`config.mk`:
```
export PLATFORM = sky130hd
export DESIGN_NAME = fifo_status
export DESIGN_NICKNAME = d
export VERILOG_FILES = /design/src/rtl/fifo_status.sv
export SDC_FILE = /design/constraint.sdc
export NUM_CORES = 1
export LEC_CHECK = 0
export BUFFER_PORTS_ARGS = -buffer_cell sky130_fd_sc_hd__buf_2
export CORE_UTILIZATION = 50
export CTS_BUF_LIST = sky130_fd_sc_hd__clkbuf_4 sky130_fd_sc_hd__clkbuf_8
export DETAILED_ROUTE_END_ITERATION = 8
export PLACE_DENSITY = 0.82
export SLEW_MARGIN = 20
export SYNTH_ARGS = -nofsm -noshare
export SYNTH_HDL_FRONTEND = slang
export SYNTH_SLANG_ARGS = --single-unit
```
`constraint.sdc`:
```
create_clock -name clk -period 2.8 [get_ports clk]
set_input_delay 0.42 -clock clk [delete_from_list [all_inputs] [get_ports clk]]
set_output_delay 0.42 -clock clk [all_outputs]
set_load 0.02 [all_outputs]
```
`src/rtl/fifo_status.sv`:
```
// Synchronous FIFO with occupancy count, level flags and sticky overflow/underflow.
// Define FIFO_STATUS_FWFT_EN for first-word fall-through output; default is a registered read port.
module fifo_status #(
    parameter int DEPTH    = 16,
    parameter int WIDTH    = 8,
    parameter int AF_LEVEL = DEPTH - 2,
    parameter int AE_LEVEL = 2
) (
    input  logic                       clk,
    input  logic                       rst_n,
    input  logic                       clr,
    input  logic [WIDTH-1:0]           in,
    input  logic                       wr_en,
    input  logic                       rd_en,
    output logic [WIDTH-1:0]           out,
    output logic                       empty,
    output logic                       full,
    output logic                       almost_empty,
    output logic                       almost_full,
    output logic [$clog2(DEPTH+1)-1:0] count,
    output logic                       overflow,
    output logic                       underflow
);

    localparam int CW = $clog2(DEPTH + 1);
    localparam int PW = $clog2(DEPTH);

    logic [WIDTH-1:0] mem [DEPTH];
    logic [PW-1:0]    wr_ptr;
    logic [PW-1:0]    rd_ptr;
    logic             wr_acc;
    logic             rd_acc;

    // Pointers wrap explicitly so DEPTH need not be a power of two.
    function automatic logic [PW-1:0] ptr_next(input logic [PW-1:0] p);
        return (p == PW'(DEPTH - 1)) ? '0 : p + PW'(1);
    endfunction

    assign empty        = (count == '0);
    assign full         = (count == CW'(DEPTH));
    assign almost_empty = (count <= CW'(AE_LEVEL));
    assign almost_full  = (count >= CW'(AF_LEVEL));

    assign wr_acc = wr_en & ~full & ~clr;
    assign rd_acc = rd_en & ~empty & ~clr;

    always_ff @(posedge clk or negedge rst_n) begin
        if (!rst_n) begin
            wr_ptr    <= '0;
            rd_ptr    <= '0;
            count     <= '0;
            overflow  <= 1'b0;
            underflow <= 1'b0;
        end else if (clr) begin
            wr_ptr    <= '0;
            rd_ptr    <= '0;
            count     <= '0;
            overflow  <= 1'b0;
            underflow <= 1'b0;
        end else begin
            if (wr_acc) wr_ptr <= ptr_next(wr_ptr);
            if (rd_acc) rd_ptr <= ptr_next(rd_ptr);
            if (wr_acc && !rd_acc)      count <= count + CW'(1);
            else if (rd_acc && !wr_acc) count <= count - CW'(1);
            if (wr_en && full)  overflow  <= 1'b1;
            if (rd_en && empty) underflow <= 1'b1;
        end
    end

    // Storage is intentionally left uncleared by reset and flush.
    always_ff @(posedge clk) begin
        if (wr_acc) mem[wr_ptr] <= in;
    end

`ifdef FIFO_STATUS_FWFT_EN
    assign out = empty ? '0 : mem[rd_ptr];
`else
    always_ff @(posedge clk or negedge rst_n) begin
        if (!rst_n) begin
            out <= '0;
        end else if (clr) begin
            out <= '0;
        end else if (rd_acc) begin
            out <= mem[rd_ptr];
        end
    end
`endif

endmodule

```
Word level (Yosys, flattened, before mapping)
Memory sizes are Yosys's and may differ from the RTL's.
Cells that the tools add are included.
{ "op_classes": {"add_sub_neg": 4, "order_cmp": 2, "eq_ne": 3, "mux": 17, "bitwise": 7, "n_reduce_logical": 12} }
{ "op_table": {"columns": ["operator", "count"], "rows": [
  ["$mux W4", 6],
  ["$mux W8", 2],
  ["$mux W5", 3],
  ["$add A4 B1 Y4 const B", 2],
  ["$eq A4 B4 Y1 const B", 2],
  ["$reduce_bool A2 Y1", 4],
  ["$mux W1", 6],
  ["$add A5 B1 Y5 const B", 1],
  ["$eq A5 B5 Y1 const B", 1],
  ["$ge A5 B4 Y1 const B", 1],
  ["$le A5 B2 Y1 const B", 1],
  ["$logic_not A5 Y1", 1],
  ["$sub A5 B1 Y5 const B", 1],
  ["$and A1 B1 Y1", 4],
  ["$logic_and A1 B1 Y1", 4],
  ["$not A1 Y1", 3],
  ["$reduce_bool A3 Y1", 1],
  ["$logic_not A1 Y1", 2]
]} }
{ "totals": {"reg_bits": 23, "ramBits": 128, "out_inout_bits": 19, "memories": 1} }
{ "mem_list": {"columns": ["memory", "depth", "word_bits", "rd", "rd_clocked_by_memory_dff", "wr", "line_no", "rtl"], "rows": [
  ["mem", 16, 8, 1, 0, 1, "28", "logic [WIDTH-1:0] mem [DEPTH];"]
]} }

Depth between registers and ports, before layout
Gate-level depths: netlist of the first run.
{ "depth": {"word_depth": 9, "depth_mapped": 10, "depth_no_buf": 8} }

Worst setup path before layout of the first run
Ideal clock, no wire load.
{ "synth_timing": {"kind": "reg2reg", "start": "reg count[1]", "end": "reg count[4]", "setup_time_ns": 0.082, "arrival_ns": 2.770, "required_ns": 2.718, "slack_ns": -0.052, "path_stages_with_launch": 11, "synth_period_minus_slack_ns": 2.852, "cell_sequence": "dfrtp_1 -> or4_1 -> buf_2 -> o21ai_4 -> buf_4 -> nand2_1 -> ha_1 -> a21oi_1 -> a21oi_1 -> a211o_1 -> a31oi_1"} }
{ "synth_between": {"elab_chain_len": 8, "word_cells_on_any_way": 18, "classes_between": "add/sub (2); eq/ne (1); mux (3); bitwise (6); reduce/logical (6)"} }
{ "synth_rtl": {"columns": ["element", "line_no", "rtl"], "rows": [
  ["start, declared", "20", "output logic [$clog2(DEPTH+1)-1:0] count,"],
  ["start signal, assigned", "63", "if (wr_acc && !rd_acc) count <= count + CW'(1);"],
  ["start signal, assigned", "64", "else if (rd_acc && !wr_acc) count <= count - CW'(1);"],
  ["parallel branches: the longest is 8 deep, another holds $sub A5 B1 Y5", null, null]
]} }
Parallel ways; which one is timed is not known. The select of a mux whose other input is x is not followed.
A chain may end at the register's enable or synchronous reset.

Final worst setup path of the first run
Same ends and word-level chain as after synthesis.

==> results.yml, run 1 <==
floorplanning:
  initial_utilization_pct: 51.9
  rows: 40
  fp.dieH_microns: 114
  die_w_microns: 114
  dieArea_sq_um: 13100
  core_region_area_sq_um: 12200
  pin_count: 32
detailed_routing:
  vias_per_cell: 5.84
  drtIter0Drc: 276
  wl_microns: 12000
  final_antenna_net_count: 0
  vias: 3336
  wl_per_cell_microns: 21.1
  dr.pass1.iters: 7
  drcViolationCount: 0
synth:
  synth_compound_area_share_pct: 5.37
  synth-simple-area-share_pct: 4.91
  ys_seq_area_share_pct: 70.0
  synth_area_sq_um: 6320
  synthTopCellsByArea: "edfxtp_1, mux4_2, dfrtp_1"
  synth-async-reset-ratio_pct: 15.2
  synth_top_area_cell: "edfxtp_1"
  synthAdderAreaFrac_pct: 2.10
  synth-edff-count: 128
  synth_top_family_by_area: "multiplexers"
  post_synth.cell_area_avg_sq_um: 18.0
  postSynthNetCount: 374
  synth_top_area_share_pct: 60.8
  synth_warnings: 0
  ys_ff_latch: 151
  synth_xor_area_share_pct: 0.277
  syn_inst: 351
  yosys.cell_types.count: 45
  synth_mux_area_share_pct: 15.1
  synth_ff_type: "edfxtp_1"
setup_path:
  cp.required_ps: 3170
  critPathKind: "register to register"
  critPathArrivalTime_ps: 3000
  end_kind: "register"
  start_kind: "register"
  cp_max_fo: 8
power:
  leakage_nw: 2.47
  total_power_mw: 5.53
  p_per_area_nw_per_um2: 780
  irDropWorstVdd_mv: 0.415
sta:
  max_freq_mhz: 381
  tns_ps: 0
  rsz0062_at_grt: "false"
  relSlewSlack_pct: 32.1
  final-hold-violation-count: 0
  period_share_pct: 93.7
  min_period_ps: 2620
  setup-violations-final: 0
  finClkSkew_ps: 14.5
  slew_violations: 0
  worst_pin_slew_ps: 1010
clock_network:
  h-tree-depth: 4
  cts_tree: "built"
  cts-root-buf: "clkbuf_8"
  clk_latency_ps: 440
  postCtsSetupRepairBufs: 0
  numCtsBuffers: 17
  clkSinkCount: 151
  clkTransAtPathRegs_ps: 90
  clockBufferDepth: 2
job:
  maxCapViolCount: 0
finish:
  antenna_cells: 0
  layout-drive-gt1-share_pct: 31.5
  regArea_sq_um: 4420
  area_growth_pct: 12.3
  num-nets-final: 413
  multiInputGateArea_sq_um: 1780
  filler_cell_count: 887
global_routing:
  grt_max_degree: 38
  grt_usage_pct: 20.1
  grt_pass1_wl_microns: 18800
  grt_pass1_vias: 3329
  grt-ovfl-total: 0
  antenna_found_initial: 0
status:
  status: "complete, no violations"
worst_hold_path:
  min_path_type: "input pin to register"
placed_design:
  place_hpwl_microns: 7600
  portBuffers: 31
  place_congestion: 0.850
==> per-stage QoR <==
stage	hold slack, ps	utilization [%]	std cells	setup WS, ps	instance area, sq um
floorplan	124	-	351	23.1	6330
global placement	438	54.9	538	245	6680
detailed placement	441	54.9	538	233	6680
CTS	317	58.3	571	216	7090
global route	338	58.3	571	80.4	7100
finish	344	58.3	571	175	7100
==> final cells by class <==
class,count,area share [%]
flip-flops and latches,151,62.3
multi-input cells,169,25.0
repair buffers,42,3.56
clock buffers,17,3.30
well taps,168,2.96
clock inverters,15,2.35
inverters,9,0.476
==> where the power goes <==
group / internal [mW] / switching, mW
Sequential: 2.53 / 0.115
Clock: 0.810 / 0.849
Combinational: 0.544 / 0.682
==> per-layer routing <==
metal / part of all wire (%) / GRT usage (%) / routed length, microns / vias up
met5: 0 / 0 / 0 / -
met4: 0.90 / 6.15 / 108 / 0
met3: 7.2 / 4.98 / 865 / 9
met2: 51 / 33.0 / 6090 / 141
met1: 41 / 26.7 / 4980 / 1708
li1: - / - / - / 1478
==> critical path, cell delays in order, from the launching register on <==
cell and delay (ps):
dfrtp_2 470, or4_1 620, o21ai_4 170, nand2_1 190, ha_1 380, nand3_1 130
and2_1 200, a211o_1 260, a31oi_1 150
==> cell families (layout without fill, tap and decap cells) <==
logic type,count (synthesis),count (layout)
buf+inv,31,83
xor+xnor,2,2
mux,55,55
simple gates,62,62
fa+ha+maj,10,10
compound gates,40,40
flops,151,151
==> cell usage in the layout (no fill, tap or decap), drive strengths merged, types with 2 or more instances in the layout <==
cell      count
a211oi        2
mux4         32
a41oi         2
buf          41
dfrtp        23
mux2i        20
nand2         9
nor3          4
o21ai         3
nor2         24
inv          15
nand3b        9
clkinv        4
a21oi        14
ha            9
a31oi         2
nand3         6
o221ai        8
clkbuf       17
clkinvlp      3
or3           3
bufinv        2
a21boi        2
edfxtp      128
mux2          3
xnor2         2
==> cell usage after synthesis (all sizes together), types with 2 or more instances <==
cell,number
a21oi,14
o221ai,8
buf,9
mux2,3
a41oi,2
mux2i,20
dfrtp,23
a211oi,2
clkbuf,13
a31oi,2
or3,3
xnor2,2
a21boi,2
o21ai,3
ha,9
nand3,6
nor2,24
nand3b,9
nand2,9
inv,9
edfxtp,128
mux4,32
nor3,4
==> final timing paths <==
path | startpoint | endpoint | slack, ps | cells past startpoint
max in group asynchronous | rst_n | rd_ptr[0]$_DFFE_PN0P_ | 1890 | 2
worst min register to register | overflow$_DFFE_PN0P_ | overflow$_DFFE_PN0P_ | 500 | 2
worst max register to register | count[1]$_DFFE_PN0P_ | count[4]$_DFFE_PN0P_ | 180 | 8
min in group asynchronous | rst_n | overflow$_DFFE_PN0P_ | 490 | 2
worst max-delay path | count[1]$_DFFE_PN0P_ | count[4]$_DFFE_PN0P_ | 180 | 8
worst min-delay path | wr_en | count[4]$_DFFE_PN0P_ | 340 | 3
==> state kept, by name (all words and copies together), names as in the netlist <==
name       flops
mem          128
underflow      1
overflow       1
wr_ptr         4
out            8
rd_ptr         4
count          5
==> timing repair <==
action	CTS	global route
gates resized for setup	0	1
hold endpoints to repair	23	0
setup endpoints to repair	0	2
hold buffers	1	0
No activity file was read; power rests on OpenSTA's default activity.
==> inputs of run 2 (changes only) <==
==> constraint.sdc (replaced) <==
create_clock -name clk -period 2.8 [get_ports clk]
set_input_delay 0 -clock clk [delete_from_list [all_inputs] [get_ports clk]]
set_output_delay 0 -clock clk [all_outputs]
set_load 0.02 [all_outputs]
==> results.yml, run 2 (same netlist as run 1, synthesis figures left out) <==
sta:
  rsz0062_at_grt: "false"
  min_period_ps: 2590
  slew_violations: 0
  finClkSkew_ps: 10.8
  final-hold-violation-count: 0
  setup-violations-final: 0
  period_share_pct: 92.3
  relSlewSlack_pct: 35.5
  tns_ps: 0
  max_freq_mhz: 387
  worst_pin_slew_ps: 964
  timing.final.ws_setup_ps: 214
detailed_routing:
  drcViolationCount: 0
  wl_per_cell_microns: 21.5
  vias: 3353
  drtIter0Drc: 221
  final_antenna_net_count: 0
  dr.pass1.iters: 4
  vias_per_cell: 5.75
  wl_microns: 12500
finish:
  post-route-util_pct: 59.4
  filler_cell_count: 880
  largest_registers: "mem x128, out x8, count x5"
  largest-register: "mem"
  area_growth_pct: 14.3
  mostFrequentLayoutCells: "edfxtp_1, mux4_2, buf_2"
  antenna_cells: 0
  num-nets-final: 425
  largest_reg_flops: 128
  layout-drive-gt1-share_pct: 30.1
  final_common_cell: "edfxtp_1"
job:
  maxCapViolCount: 0
setup_path:
  start_kind: "register"
  cp_max_fo: 8
  worstPathCellList: "or4_1, o21ai_4, nand2_1, ha_1, nand3_1, and2_1, a211o_1, a31oi_1"
  cp_slowest_stage_delay_ps: 600
  worst-r2r-cell-count: 8
  ff2ff_setup_slack_ps: 210
  cp.required_ps: 3160
  cp_slowest_cell: "or4_1"
  critPathArrivalTime_ps: 2940
  end_kind: "register"
  r2r_start: "count[1]$_DFFE_PN0P_"
  critPathKind: "register to register"
  crit_path_start: "count[1]$_DFFE_PN0P_"
global_routing:
  grt_pass1_vias: 3540
  antenna_found_initial: 0
  grt_usage_pct: 20.9
  grt_pass1_wl_microns: 19400
  grt-ovfl-total: 0
  grt_max_degree: 38
floorplanning:
  fp.dieH_microns: 114
  initial_utilization_pct: 51.9
  core_region_area_sq_um: 12200
  dieArea_sq_um: 13100
  die_w_microns: 114
  rows: 40
  pin_count: 32
power:
  power.share.switching_pct: 28.4
  p_sw_mw: 1.59
  internal-power_mw: 4.00
  leakage_nw: 2.53
  irDropWorstVdd_mv: 0.471
  seqPwrFrac_pct: 47.0
  p_per_area_nw_per_um2: 775
  p_clk_share_pct: 30.5
  pwr-share-comb_pct: 22.5
worst_hold_path:
  min_path_type: "input pin to asynchronous set/reset pin"
clock_network:
  numCtsBuffers: 17
  h-tree-depth: 4
  clk_latency_ps: 440
  cts-root-buf: "clkbuf_8"
  clockBufferDepth: 2
  clkSinkCount: 151
  cts_resized: 0
  cts_tree: "built"
  clkTransAtPathRegs_ps: 80
placed_design:
  place_congestion: 0.806
  post-place-ws_ps: 223
  place_hpwl_microns: 7970
  portBuffers: 31
status:
  status: "complete, no violations"
[run 2: worst max-delay path, delay by kind of cell (launching register included)]
family,cells,cell delay [ps]
AO/OA/AOI/OAI,3,560
flip-flops,1,470
adder cells (fa/ha/maj),1,380
AND/OR/NAND/NOR,4,1090
[run 2: power by group through the flow]
stage	clock, mW	sequential, mW	combinational (mW)
6_report	1.70	2.63	1.26
5_1_grt	1.81	2.64	1.37
3_5_place_dp	0	2.68	1.25
2_1_floorplan	0	2.73	0.835
4_1_cts	1.73	2.63	1.27
3_3_place_gp	0	2.67	1.20
[run 2: metal layers]
layer | vias to the layer above | wire length, microns | global-route usage, %
li1 | 1498 | - | -
met1 | 1721 | 4950 | 26.6
met2 | 125 | 6560 | 34.0
met3 | 9 | 876 | 6.25
met4 | 0 | 138 | 7.97
met5 | - | 0 | 0
[run 2: worst paths after layout]
path                                    endpoint
max                         count[4]$_DFFE_PN0P_
min                        underflow$_DFFE_PN0P_
max reg2reg                 count[4]$_DFFE_PN0P_
min reg2reg                underflow$_DFFE_PN0P_
max in group asynchronous   count[1]$_DFFE_PN0P_
min in group clk           underflow$_DFFE_PN0P_
[run 2: area by class of cell]
type | instances | area (sq um) | area share [%]
clock inverters | 12 | 153 | 2.11
multi-input cells | 169 | 1770 | 24.5
flip-flops and latches | 151 | 4420 | 61.3
clock buffers | 20 | 256 | 3.55
inverters | 9 | 33.8 | 0.468
repair buffers | 54 | 373 | 5.17
well taps | 168 | 210 | 2.91
[run 2: through the flow]
step	hold slack [ps]	power (mW)	instances	instance area [sq um]
after floorplan	-296	3.57	351	6330
after global placement	20.4	3.87	538	6680
after detailed placement	34.1	3.92	538	6680
after CTS	89.2	5.62	583	7220
after global routing	121	5.83	583	7220
final	87.1	5.59	583	7220
[run 2: what timing repair did]
| item | 4_1_cts | 5_1_grt |
|---|---|---|
| hold buffers | 13 | 0 |
| setup buffers | 0 | 0 |
| hold endpoints to repair | 155 | 0 |
==> inputs of run 3 (changes only) <==
- CAP_MARGIN: default -> 0
- MAX_ROUTING_LAYER: default -> met4
==> results.yml, run 3 (same netlist as run 1, synthesis figures left out) <==
global_routing:
  grt_usage_pct: 21.5
  grt_max_degree: 38
  grt-ovfl-total: 0
  antenna_found_initial: 0
  grt_pass1_wl_microns: 19300
  grt_pass1_vias: 3532
detailed_routing:
  vias: 3429
  wl_per_cell_microns: 21.4
  drcViolationCount: 0
  drtIter0Drc: 298
  wl_microns: 12500
  final_antenna_net_count: 0
  vias_per_cell: 5.88
  dr.pass1.iters: 5
power:
  irDropWorstVdd_mv: 0.471
  p_per_area_nw_per_um2: 775
  leakage_nw: 2.53
floorplanning:
  pin_count: 32
  initial_utilization_pct: 51.9
  dieArea_sq_um: 13100
  core_region_area_sq_um: 12200
  die_w_microns: 114
  fp.dieH_microns: 114
  rows: 40
setup_path:
  r2r_start: "count[1]$_DFFE_PN0P_"
  cp_num_buf_inv: 0
  start_kind: "register"
  cp.depth: 8
  cp-endpoint: "count[4]$_DFFE_PN0P_"
  rr_endpoint: "count[4]$_DFFE_PN0P_"
  ff2ff_setup_slack_ps: 220
  critPathArrivalTime_ps: 2940
  end_kind: "register"
  critPathTopFamily: "simple AND/OR/NAND/NOR gates"
  cp_slowest_cell: "or4_1"
  cp_max_fo: 8
  crit_path_start: "count[1]$_DFFE_PN0P_"
  cp.required_ps: 3160
  worst-r2r-cell-count: 8
  cp_slowest_stage_delay_ps: 600
  critPathKind: "register to register"
  worstPathCellList: "or4_1, o21ai_4, nand2_1, ha_1, nand3_1, and2_1, a211o_1, a31oi_1"
clock_network:
  postCtsSetupRepairBufs: 0
  clkSinkCount: 151
  clkTransAtPathRegs_ps: 80
  clockBufferDepth: 2
  clk_latency_ps: 440
  h-tree-depth: 4
  cts-root-buf: "clkbuf_8"
  numCtsBuffers: 17
  cts_tree: "built"
sta:
  slew_violations: 0
  finClkSkew_ps: 13.7
  rsz0062_at_grt: "false"
  min_period_ps: 2580
  tns_ps: 0
  setup-violations-final: 0
  relSlewSlack_pct: 33.7
  worst_pin_slew_ps: 991
  period_share_pct: 92.2
  max_freq_mhz: 387
  final-hold-violation-count: 0
placed_design:
  portBuffers: 31
  place_congestion: 0.817
  place_hpwl_microns: 7970
finish:
  filler_cell_count: 880
  mostFrequentLayoutCells: "edfxtp_1, mux4_2, buf_2"
  final_common_cell: "edfxtp_1"
  antenna_cells: 0
  layout-drive-gt1-share_pct: 30.1
  area_growth_pct: 14.3
  largest_registers: "mem x128, out x8, count x5"
  post-route-util_pct: 59.4
  num-nets-final: 425
  largest_reg_flops: 128
  largest-register: "mem"
status:
  status: "complete, no violations"
job:
  maxCapViolCount: 0
worst_hold_path:
  min_path_type: "input pin to asynchronous set/reset pin"
run 3: cell counts in the layout (fill, tap and decap cells not counted):
Identical to the previous run, type by type.
run 3: worst reg2reg max path, cell delays in order, from the launching register on:
cell and delay (ps):
dfrtp_2 470, or4_1 600, o21ai_4 160, nand2_1 200, ha_1 380, nand3_1 100, and2_1 180, a211o_1 250
a31oi_1 150
run 3: area by class of cell:
type	instances	area, sq um	area share (%)
tap	168	210	2.91
timing repair buffer	54	373	5.17
inverter	9	33.8	0.468
clock inverter	12	153	2.11
clock buffer	20	256	3.55
sequential	151	4420	61.3
multi-input combinational	169	1770	24.5
run 3: repair_timing:
item / CTS / global route
endpoints found under the hold margin: 155 / 0
hold buffers: 13 / 0
gates resized for setup: 0 / 0
run 3: report_power, final:
part	switching, mW	leakage, nW	internal, mW
registers	0.0964	1.46	2.54
clock network	0.795	0.201	0.911
logic	0.700	0.869	0.558
run 3: layer usage:
metal | part of all wire [%] | global-route usage [%] | vias up | routed length (microns)
met5 | 0 | - | - | 0
met4 | 1.8 | 7.97 | 0 | 221
met3 | 6.6 | 6.03 | 16 | 821
met2 | 51 | 33.9 | 138 | 6330
met1 | 41 | 26.8 | 1775 | 5110
li1 | - | - | 1500 | -
run 3: worst min-delay path by stage:
stage / startpoint / end / slack (ps) / depth (start not counted)
CTS: rst_n / underflow$_DFFE_PN0P_ / 90 / 2
floorplan: rst_n / count[0]$_DFFE_PN0P_ / -300 / 0
finish: rst_n / underflow$_DFFE_PN0P_ / 90 / 2
global route: rst_n / underflow$_DFFE_PN0P_ / 120 / 2
global placement: rst_n / overflow$_DFFE_PN0P_ / 20 / 1
detailed placement: rst_n / underflow$_DFFE_PN0P_ / 30 / 1
run 3: per-stage QoR:
step	setup WS [ps]	instances	hold slack [ps]	cell area [sq um]	power (mW)
after floorplan	23.1	351	-296	6330	3.57
after global placement	337	538	20.4	6680	3.87
after detailed placement	223	538	34.1	6680	3.92
after CTS	209	583	89.2	7220	5.62
after global routing	20.7	583	121	7220	5.83
final	219	583	85.9	7220	5.60
